### src/rtl/alu_pkg.sv
// rtl/alu_pkg.sv - opcode encodings and output-stage state type shared by the ALU and its arbiter
package alu_pkg;

  localparam logic [3:0] OP_NOP        = 4'd0;
  localparam logic [3:0] OP_ADD        = 4'd1;
  localparam logic [3:0] OP_SUB        = 4'd2;
  localparam logic [3:0] OP_AND        = 4'd3;
  localparam logic [3:0] OP_OR         = 4'd4;
  localparam logic [3:0] OP_XOR        = 4'd5;
  localparam logic [3:0] OP_LAST_LEGAL = 4'd5;

  typedef enum logic {
    ST_EMPTY = 1'b0,
    ST_FULL  = 1'b1
  } out_state_e;

  function automatic logic op_is_illegal(input logic [3:0] op);
    return op > OP_LAST_LEGAL;
  endfunction

endpackage

### src/rtl/ALU.sv
// rtl/ALU.sv - combinational WIDTH-bit ALU; carry/overflow discarded, illegal opcodes yield 0 with err
module ALU
  import alu_pkg::*;
#(
  parameter int WIDTH = 32
) (
  input  logic [WIDTH-1:0] op1_i,
  input  logic [WIDTH-1:0] op2_i,
  input  logic [3:0]       opcode_i,
  output logic [WIDTH-1:0] result_o,
  output logic             err_o
);

  always_comb begin
    result_o = '0;
    err_o    = op_is_illegal(opcode_i);
    case (opcode_i)
      OP_ADD:  result_o = op1_i + op2_i;
      OP_SUB:  result_o = op1_i - op2_i;
      OP_AND:  result_o = op1_i & op2_i;
      OP_OR:   result_o = op1_i | op2_i;
      OP_XOR:  result_o = op1_i ^ op2_i;
      default: result_o = '0;
    endcase
  end

endmodule

### src/rtl/rr_arb.sv
// rtl/rr_arb.sv - round-robin arbiter; owns the rotating priority pointer
module rr_arb #(
  parameter  int NUM_REQ = 4,
  localparam int ID_W    = $clog2(NUM_REQ)
) (
  input  logic               clk,
  input  logic               rst_n,
  input  logic [NUM_REQ-1:0] req,
  input  logic               advance,
  output logic [NUM_REQ-1:0] grant,
  output logic [ID_W-1:0]    grant_id
);

  logic [ID_W-1:0]    ptr_q, ptr_d;
  logic [NUM_REQ-1:0] high_mask;
  logic [NUM_REQ-1:0] masked;
  logic [NUM_REQ-1:0] pick;

  // Requests at or above the pointer win; otherwise wrap to the lowest index.
  always_comb begin
    high_mask = ~((NUM_REQ'(1) << ptr_q) - NUM_REQ'(1));
    masked    = req & high_mask;
    pick      = (masked != '0) ? masked : req;
    grant     = pick & (~pick + NUM_REQ'(1));
    grant_id  = '0;
    for (int i = 0; i < NUM_REQ; i++) begin
      if (grant[i]) grant_id = ID_W'(i);
    end
  end

  always_comb begin
    ptr_d = ptr_q;
    if (advance) begin
      ptr_d = (grant_id == ID_W'(NUM_REQ - 1)) ? '0 : grant_id + ID_W'(1);
    end
  end

  always_ff @(posedge clk or negedge rst_n) begin
    if (!rst_n) ptr_q <= '0;
    else        ptr_q <= ptr_d;
  end

endmodule

### src/rtl/alu_share_arbiter.sv
// rtl/alu_share_arbiter.sv - shares one ALU among NUM_REQ requesters with a single-entry registered output
module alu_share_arbiter
  import alu_pkg::*;
#(
  parameter  int WIDTH   = 32,
  parameter  int NUM_REQ = 4,
  localparam int ID_W    = $clog2(NUM_REQ)
) (
  input  logic                       clk,
  input  logic                       rst_n,
  input  logic [NUM_REQ-1:0]         req_valid,
  output logic [NUM_REQ-1:0]         req_ready,
  input  logic [NUM_REQ*WIDTH-1:0]   req_op1,
  input  logic [NUM_REQ*WIDTH-1:0]   req_op2,
  input  logic [NUM_REQ*4-1:0]       req_opcode,
  output logic                       resp_valid,
  input  logic                       resp_ready,
  output logic [ID_W-1:0]            resp_id,
  output logic [WIDTH-1:0]           resp_result,
  output logic                       resp_err,
  output logic [15:0]                op_count
);

  out_state_e         state_q, state_d;
  logic [NUM_REQ-1:0] grant;
  logic [ID_W-1:0]    grant_id;
  logic               can_accept;
  logic               accept;
  logic [WIDTH-1:0]   alu_op1, alu_op2, alu_result;
  logic [3:0]         alu_opcode;
  logic               alu_err;
  logic [ID_W-1:0]    id_q;
  logic [WIDTH-1:0]   result_q;
  logic               err_q;
  logic [15:0]        op_count_q;

  // rst_n gates the handshake so nothing is offered while the block is held in reset.
  assign can_accept = (state_q == ST_EMPTY) || resp_ready;
  assign accept     = rst_n && can_accept && (grant != '0);
  assign req_ready  = grant & {NUM_REQ{rst_n && can_accept}};

  rr_arb #(.NUM_REQ(NUM_REQ)) u_arb (
    .clk      (clk),
    .rst_n    (rst_n),
    .req      (req_valid),
    .advance  (accept),
    .grant    (grant),
    .grant_id (grant_id)
  );

  always_comb begin
    alu_op1    = '0;
    alu_op2    = '0;
    alu_opcode = '0;
    for (int i = 0; i < NUM_REQ; i++) begin
      if (grant[i]) begin
        alu_op1    = req_op1[i*WIDTH +: WIDTH];
        alu_op2    = req_op2[i*WIDTH +: WIDTH];
        alu_opcode = req_opcode[i*4 +: 4];
      end
    end
  end

  ALU #(.WIDTH(WIDTH)) u_alu (
    .op1_i    (alu_op1),
    .op2_i    (alu_op2),
    .opcode_i (alu_opcode),
    .result_o (alu_result),
    .err_o    (alu_err)
  );

  always_comb begin
    state_d = state_q;
    case (state_q)
      ST_EMPTY: if (accept) state_d = ST_FULL;
      ST_FULL: begin
        if (accept)          state_d = ST_FULL;
        else if (resp_ready) state_d = ST_EMPTY;
      end
      default: state_d = ST_EMPTY;
    endcase
  end

  always_ff @(posedge clk or negedge rst_n) begin
    if (!rst_n) state_q <= ST_EMPTY;
    else        state_q <= state_d;
  end

  always_ff @(posedge clk or negedge rst_n) begin
    if (!rst_n) begin
      id_q       <= '0;
      result_q   <= '0;
      err_q      <= 1'b0;
      op_count_q <= '0;
    end else if (accept) begin
      id_q       <= grant_id;
      result_q   <= alu_result;
      err_q      <= alu_err;
      op_count_q <= op_count_q + 16'd1;
    end
  end

  assign resp_valid  = (state_q == ST_FULL);
  assign resp_id     = id_q;
  assign resp_result = result_q;
  assign resp_err    = err_q;
  assign op_count    = op_count_q;

endmodule

### config.mk
export PLATFORM = sky130hd
export DESIGN_NAME = alu_share_arbiter
export DESIGN_NICKNAME = d
export VERILOG_FILES = /design/src/rtl/alu_pkg.sv /design/src/rtl/ALU.sv /design/src/rtl/rr_arb.sv /design/src/rtl/alu_share_arbiter.sv
export SDC_FILE = /design/constraint.sdc
export NUM_CORES = 1
export LEC_CHECK = 0
export CAP_MARGIN = 5
export CORE_MARGIN = 2
export CORE_UTILIZATION = 45
export CTS_CLUSTER_DIAMETER = 100
export DETAILED_ROUTE_END_ITERATION = 12
export PLACE_DENSITY = 0.83
export SLEW_MARGIN = 5
export SYNTH_ARGS = -nofsm -noshare
export SYNTH_HDL_FRONTEND = slang
export SYNTH_HIERARCHICAL = 1
export SYNTH_SLANG_ARGS = --single-unit
### constraint.sdc
create_clock -name clk -period 6.3 [get_ports clk]
set_input_delay 1.26 -clock clk [delete_from_list [all_inputs] [get_ports clk]]
set_output_delay 1.26 -clock clk [all_outputs]
set_load 0.03 [all_outputs]
==> results of run 1 <==
==> final cells by class <==
cell class,count,area (um^2)
Antenna cell,4,10.0
Clock buffer,5,125
Clock inverter,3,47.5
Fill cell,1444,4600
Inverter,74,283
Multi-Input combinational cell,951,6830
Sequential cell,54,1350
Tap cell,234,293
Timing Repair Buffer,550,5100
==> worst min-delay path by stage <==
stage                         start              end  slack, ns  depth (start not counted)
global placement    resp_result[20]  resp_result[20]       0.46                          2
floorplan            u_arb/ptr_q[1]   u_arb/ptr_q[1]       0.62                          2
finish              resp_result[23]  resp_result[23]       0.48                          2
global route        resp_result[23]  resp_result[23]       0.49                          2
CTS                 resp_result[11]  resp_result[11]       0.48                          2
detailed placement  resp_result[11]  resp_result[11]       0.46                          2
==> sequential cells by signal (all words and copies together), names as in the netlist <==
signal / count
op_count: 16
resp_err: 1
resp_valid: 1
u_arb/ptr_q: 2
resp_result: 32
resp_id: 2
==> per-layer routing <==
metal | vias up | routed length [um] | track usage
li1 | 5180 | - | -
met1 | 5297 | 16600 | 0.497
met2 | 497 | 17000 | 0.574
met3 | 64 | 2710 | 0.0483
met4 | 0 | 1160 | 0.118
met5 | - | 0 | 0
==> worst max-delay path, stage by stage <==
cell             delay (ns)
clkdlybuf4s50_1        0.50
buf_4                  0.14
nor2_1                 0.04
o21ai_0                0.33
o21ai_4                0.12
buf_12                 0.19
buf_12                 0.17
nor2b_1                0.13
o31ai_1                0.44
buf_4                  0.21
nor4b_2                0.04
buf_4                  0.16
buf_12                 0.13
a31oi_1                0.16
xnor2_1                0.09
ha_1                   0.33
and2_2                 0.20
nand4_4                0.14
a211oi_4               0.32
o311ai_4               0.15
buf_12                 0.16
buf_4                  0.13
o21ai_0                0.22
xnor2_1                0.15
o221ai_1               0.15
nand2_1                0.11
nand2_1                0.06
==> where the power goes <==
group,switching [mW],internal [mW],total (mW)
clock,0.136,0.191,0.326
sequential,0.0993,0.471,0.570
combinational,4.17,3.56,7.73
total,4.41,4.22,8.63
==> metrics by stage <==
stage          area [um^2]  setup WS (ns)
2_1_floorplan         8540          0.514
3_3_place_gp         13500         -0.242
3_5_place_dp         13500         -0.383
4_1_cts              13700       0.000352
5_1_grt              14000        -0.0441
6_report             14000          0.213
==> logic make-up (layout without fill, tap and decap cells) <==
group / after synthesis / count (layout) / share of synthesized area
buffers and inverters: 157 / 632 / 0.0756
and+or+nand+nor: 439 / 439 / 0.246
DFF: 54 / 54 / 0.158
other: 0 / 4 / 0
adders and majority gates: 98 / 98 / 0.145
AOI/OAI and AO/OA: 341 / 341 / 0.300
muxes: 6 / 6 / 0.00704
xor gates and xnor gates: 67 / 67 / 0.0687
==> placed cells by master, fill, tap and decap left out, types with 6 or more instances in the layout <==
cell	count
a21o_1	14
a21oi_1	33
a21oi_2	6
a221oi_1	70
a22oi_1	22
a31oi_1	12
and3_1	14
buf_12	9
buf_4	204
clkbuf_16	6
clkdlybuf4s50_1	332
dfrtp_1	54
ha_1	95
inv_1	72
mux2i_1	6
nand2_1	215
nand2b_1	7
nand3_1	16
nand4_1	16
nor2_1	44
nor2b_1	70
nor3_1	14
o21a_1	7
o21ai_0	38
o221ai_1	16
o31ai_1	68
or3_1	6
xnor2_1	62
==> synth_stat cells, drive strengths merged, types with 16 or more instances <==
cell type | count | area [um^2]
a21oi | 40 | 208
a221oi | 75 | 657
a22oi | 22 | 165
buf | 20 | 125
clkbuf | 63 | 238
dfrtp | 54 | 1350
ha | 97 | 1210
inv | 74 | 283
nand2 | 215 | 807
nand3 | 17 | 90.1
nand4 | 17 | 121
nor2 | 50 | 188
nor2b | 74 | 463
nor3 | 16 | 80.1
o21ai | 44 | 220
o221ai | 18 | 158
o31ai | 71 | 538
xnor2 | 62 | 543
==> timing repair <==
action                     4_1_cts  5_1_grt
setup buffers                    1        9
gates cloned                     0        1
gates resized for setup          1       52
setup endpoints to repair        2       21
pin swaps                        0       17
==> metrics.cfg, run 1 <==
[outcome]
outcome=finished clean

[detailed_routing]
final_antenna_net_count=0
first_pass_iters=5
drc=0
wl_per_cell_um=20.0
via_per_inst=5.89
vias=11000
drt-total-wl_um=37500
drt_iter0_drc=782

[placed_design]
placed_cells=1852
io_buffers=334
gp_congestion=0.997
hpwl_um=31000

[clock_network]
cts_tree=built
cts_buffers=5
cts_sinks=54
clkTransAtPathRegs_ns=0.07
clkLatencyLatePin_ns=0.30
htree_levels=2
cts_max_path_buffers=2
root_buffer=clkbuf_16
hold_buffers=0

[critical_path]
r2r_start=u_arb/ptr_q[1]
ff2ff_path_depth=26
crit_type=input pin to register
critPathLaunch=req_valid[1]
cp-start-kind=input pin
path_max_fanout=35
r2r_setup_slack_ns=1.15
cp.arrival_ns=6.27
required_ns=6.49
cp-endpoint=resp_result[16]
r2r-end=resp_result[30]
cp-end-kind=register

[synthesis]
postSynthCellCount=1162
ys_seq_elements=54
synth_area_mm2=0.00854
yosysSeqAreaShare=0.158
ys_warn_count=6
synthFlopType=dfrtp_1
synth_edf_count=0
synth.avg_cell_area_um2=7.35
syn-num-nets=1539
ys_types=77
async_flop_share=1.00

[job]
drv_cap=0

[global_routing]
antenna_found_initial=4
grt_pass1_wl_um=56800
grt_max_degree=54
overflow=0
grt_pass1_vias=10700
track_usage=0.358

[sta]
min_period_ns=6.09
setup_viol=0
finalCritPeriodShare=0.966
tightest_slew_ns=1.26
slew_viol_final=0
fmax_mhz=164
fin_skew_ns=0.00510
rsz0062_at_grt=true
tns_ns=0
hold_viol=0
max_slew_margin=0.151
whs_ns=0.475

[floorplan]
dieWidth_um=142
die-area_mm2=0.0201
num_rows=50
start_util=0.458
die_h_um=142
ioPinCount=335
design.core.area_mm2=0.0186

[final_layout]
area_growth_pct=64.5
final_util=0.753
stdcell_count=1875
layout.nets=2013
drive_gt1_frac=0.178

[power_and_ir_drop]
finalPower_mw=8.63
p_leak_nw=6.09
power_density_mw_per_mm2=615
vdd_drop_max_mv=0.279

[worst_hold_path]
min-delay-path-class=register to register

Note: power is estimated with default switching activity, not from simulation.
==> run 2: changes to the inputs <==
Settings changed: DONT_BUFFER_PORTS set to 1, PLACE_DENSITY 0.83 to 0.61, RECOVER_POWER set to 100.
==> run 2 against run 1 <==
The run now ends with capacitance limit, slew limit left. Register-to-register slack worse by 0.43 ns. Core utilization is 24 points lower. Via count is 17% lower. Global-route usage is 5.4 points lower. Final area is 32% lower. Die area stayed put. Wire length is 14% lower. Largest power group unchanged. Largest cell class unchanged.
==> metrics.cfg, run 2 (synthesis gave the netlist of run 1 again) <==
[detailed_routing]
drt_iter0_drc=868
wl_per_cell_um=22.7
drc=0
drt-total-wl_um=32400
via_per_inst=6.40
final_antenna_net_count=0
vias=9132
first_pass_iters=5

[floorplan]
design.core.area_mm2=0.0186
die_h_um=142
start_util=0.458
num_rows=50
dieWidth_um=142
die-area_mm2=0.0201
ioPinCount=335

[sta]
rsz0062_at_grt=false
finalCritPeriodShare=0.949
slew_viol_final=40
fin_skew_ns=0.00783
min_period_ns=5.98
whs_ns=0.649
setup_viol=0
hold_viol=0
tns_ns=0
fmax_mhz=167
max_slew_margin=-0.263
tightest_slew_ns=1.89

[power_and_ir_drop]
p_leak_nw=4.15
vdd_drop_max_mv=0.263
power_density_mw_per_mm2=735

[clock_network]
clkTransAtPathRegs_ns=0.07
clkLatencyLatePin_ns=0.30
hold_buffers=0
root_buffer=clkbuf_16
htree_levels=2
cts_buffers=5
cts_max_path_buffers=2
cts_tree=built
cts_sinks=54

[critical_path]
r2r-end=resp_result[30]
crit_type=input pin to register
cp-start-kind=input pin
ff2ff_path_depth=24
crit_buf_inv=5
path_max_fanout=51
cp_top_family=compound AO/OA/AOI/OAI gates
slowest_delay_ns=0.39
cp.arrival_ns=6.21
crit_path_top_delay_cell=clkbuf_1
critPathLaunch=req_valid[1]
r2r_start=u_arb/ptr_q[1]
required_ns=6.53
cp-end-kind=register
r2r_setup_slack_ns=0.72

[global_routing]
overflow=0
antenna_found_initial=3
grt_pass1_vias=8305
grt_pass1_wl_um=47700
track_usage=0.304
grt_max_degree=64

[final_layout]
layout.nets=1566
final_cell_mix=nand2_1 (215), ha_1 (97), buf_4 (93), a221oi_1 (75), nor2b_1 (73)
area_growth_pct=11.7
largest_reg_flops=32
layout_commonest_cell=nand2_1
drive_gt1_frac=0.113

[outcome]
violations=capacitance limit, slew limit
outcome=complete, but fails checks

[worst_hold_path]
min-delay-path-class=input pin to async pin

[placed_design]
hpwl_um=26100
gp_congestion=0.983
io_buffers=0

[job]
drv_cap=1

## run 2: changes by cell type in the layout (fill, tap and decap cells not counted), moves of 4 or more
cell             previous run  this run
a21oi_1                    33        37
clkdlybuf4s50_1           332         0
buf_4                     204        93
a221oi_2                    5         0
nor2_2                      5         0
a221oi_1                   70        75
buf_12                      9         5
clkbuf_1                    0         4
nor2_1                     44        49
## run 2: per-stage QoR
stage | total power, mW | util | area, um^2 | setup WS, ns | instances
2_1_floorplan | 4.69 | - | 8540 | 0.514 | 1162
3_3_place_gp | 6.47 | 0.499 | 9310 | 0.114 | 1410
3_5_place_dp | 6.52 | 0.499 | 9310 | 0.0273 | 1410
4_1_cts | 6.89 | 0.509 | 9480 | 0.333 | 1418
5_1_grt | 7.58 | 0.511 | 9530 | 0.00496 | 1426
6_report | 7.00 | 0.511 | 9530 | 0.322 | 1426
## run 2: layer usage
| layer | wire length [um] | global-route usage | vias to the layer above |
|---|---|---|---|
| met3 | 2940 | 0.0587 | 40 |
| met1 | 14700 | 0.437 | 4353 |
| met4 | 626 | 0.0779 | 2 |
| li1 | - | - | 4291 |
| met2 | 14100 | 0.467 | 446 |
| met5 | 15 | 0 | - |
## run 2: power breakdown
part / leakage (nW) / internal, mW / switching, mW
combinational: 3.35 / 2.42 / 3.43
sequential: 0.716 / 0.467 / 0.349
clock: 0.0875 / 0.200 / 0.133
total: 4.15 / 3.09 / 3.91
## run 2: worst max-delay path by stage
stage                 endpoint  slack, ns  depth (start not counted)
2_1_floorplan  resp_result[22]       0.51                         22
3_3_place_gp   resp_result[30]       0.11                         24
3_5_place_dp   resp_result[30]       0.03                         24
4_1_cts        resp_result[30]       0.33                         24
5_1_grt        resp_result[30]      0.005                         25
6_report       resp_result[30]       0.32                         25
## run 2: layout make-up
| cell class | count | area, um^2 |
|---|---|---|
| inverter | 74 | 283 |
| clock inverter | 2 | 38.8 |
| clock buffer | 6 | 139 |
| multi-input combinational | 952 | 6610 |
| antenna | 2 | 5.00 |
| timing repair buffer | 102 | 813 |
| fill | 1882 | 9110 |
| tap | 234 | 293 |
| sequential | 54 | 1350 |
## run 2: timing repair
item	in CTS	in global routing
gates resized for setup	0	3
buffers inserted	0	5
setup endpoints to repair	0	6
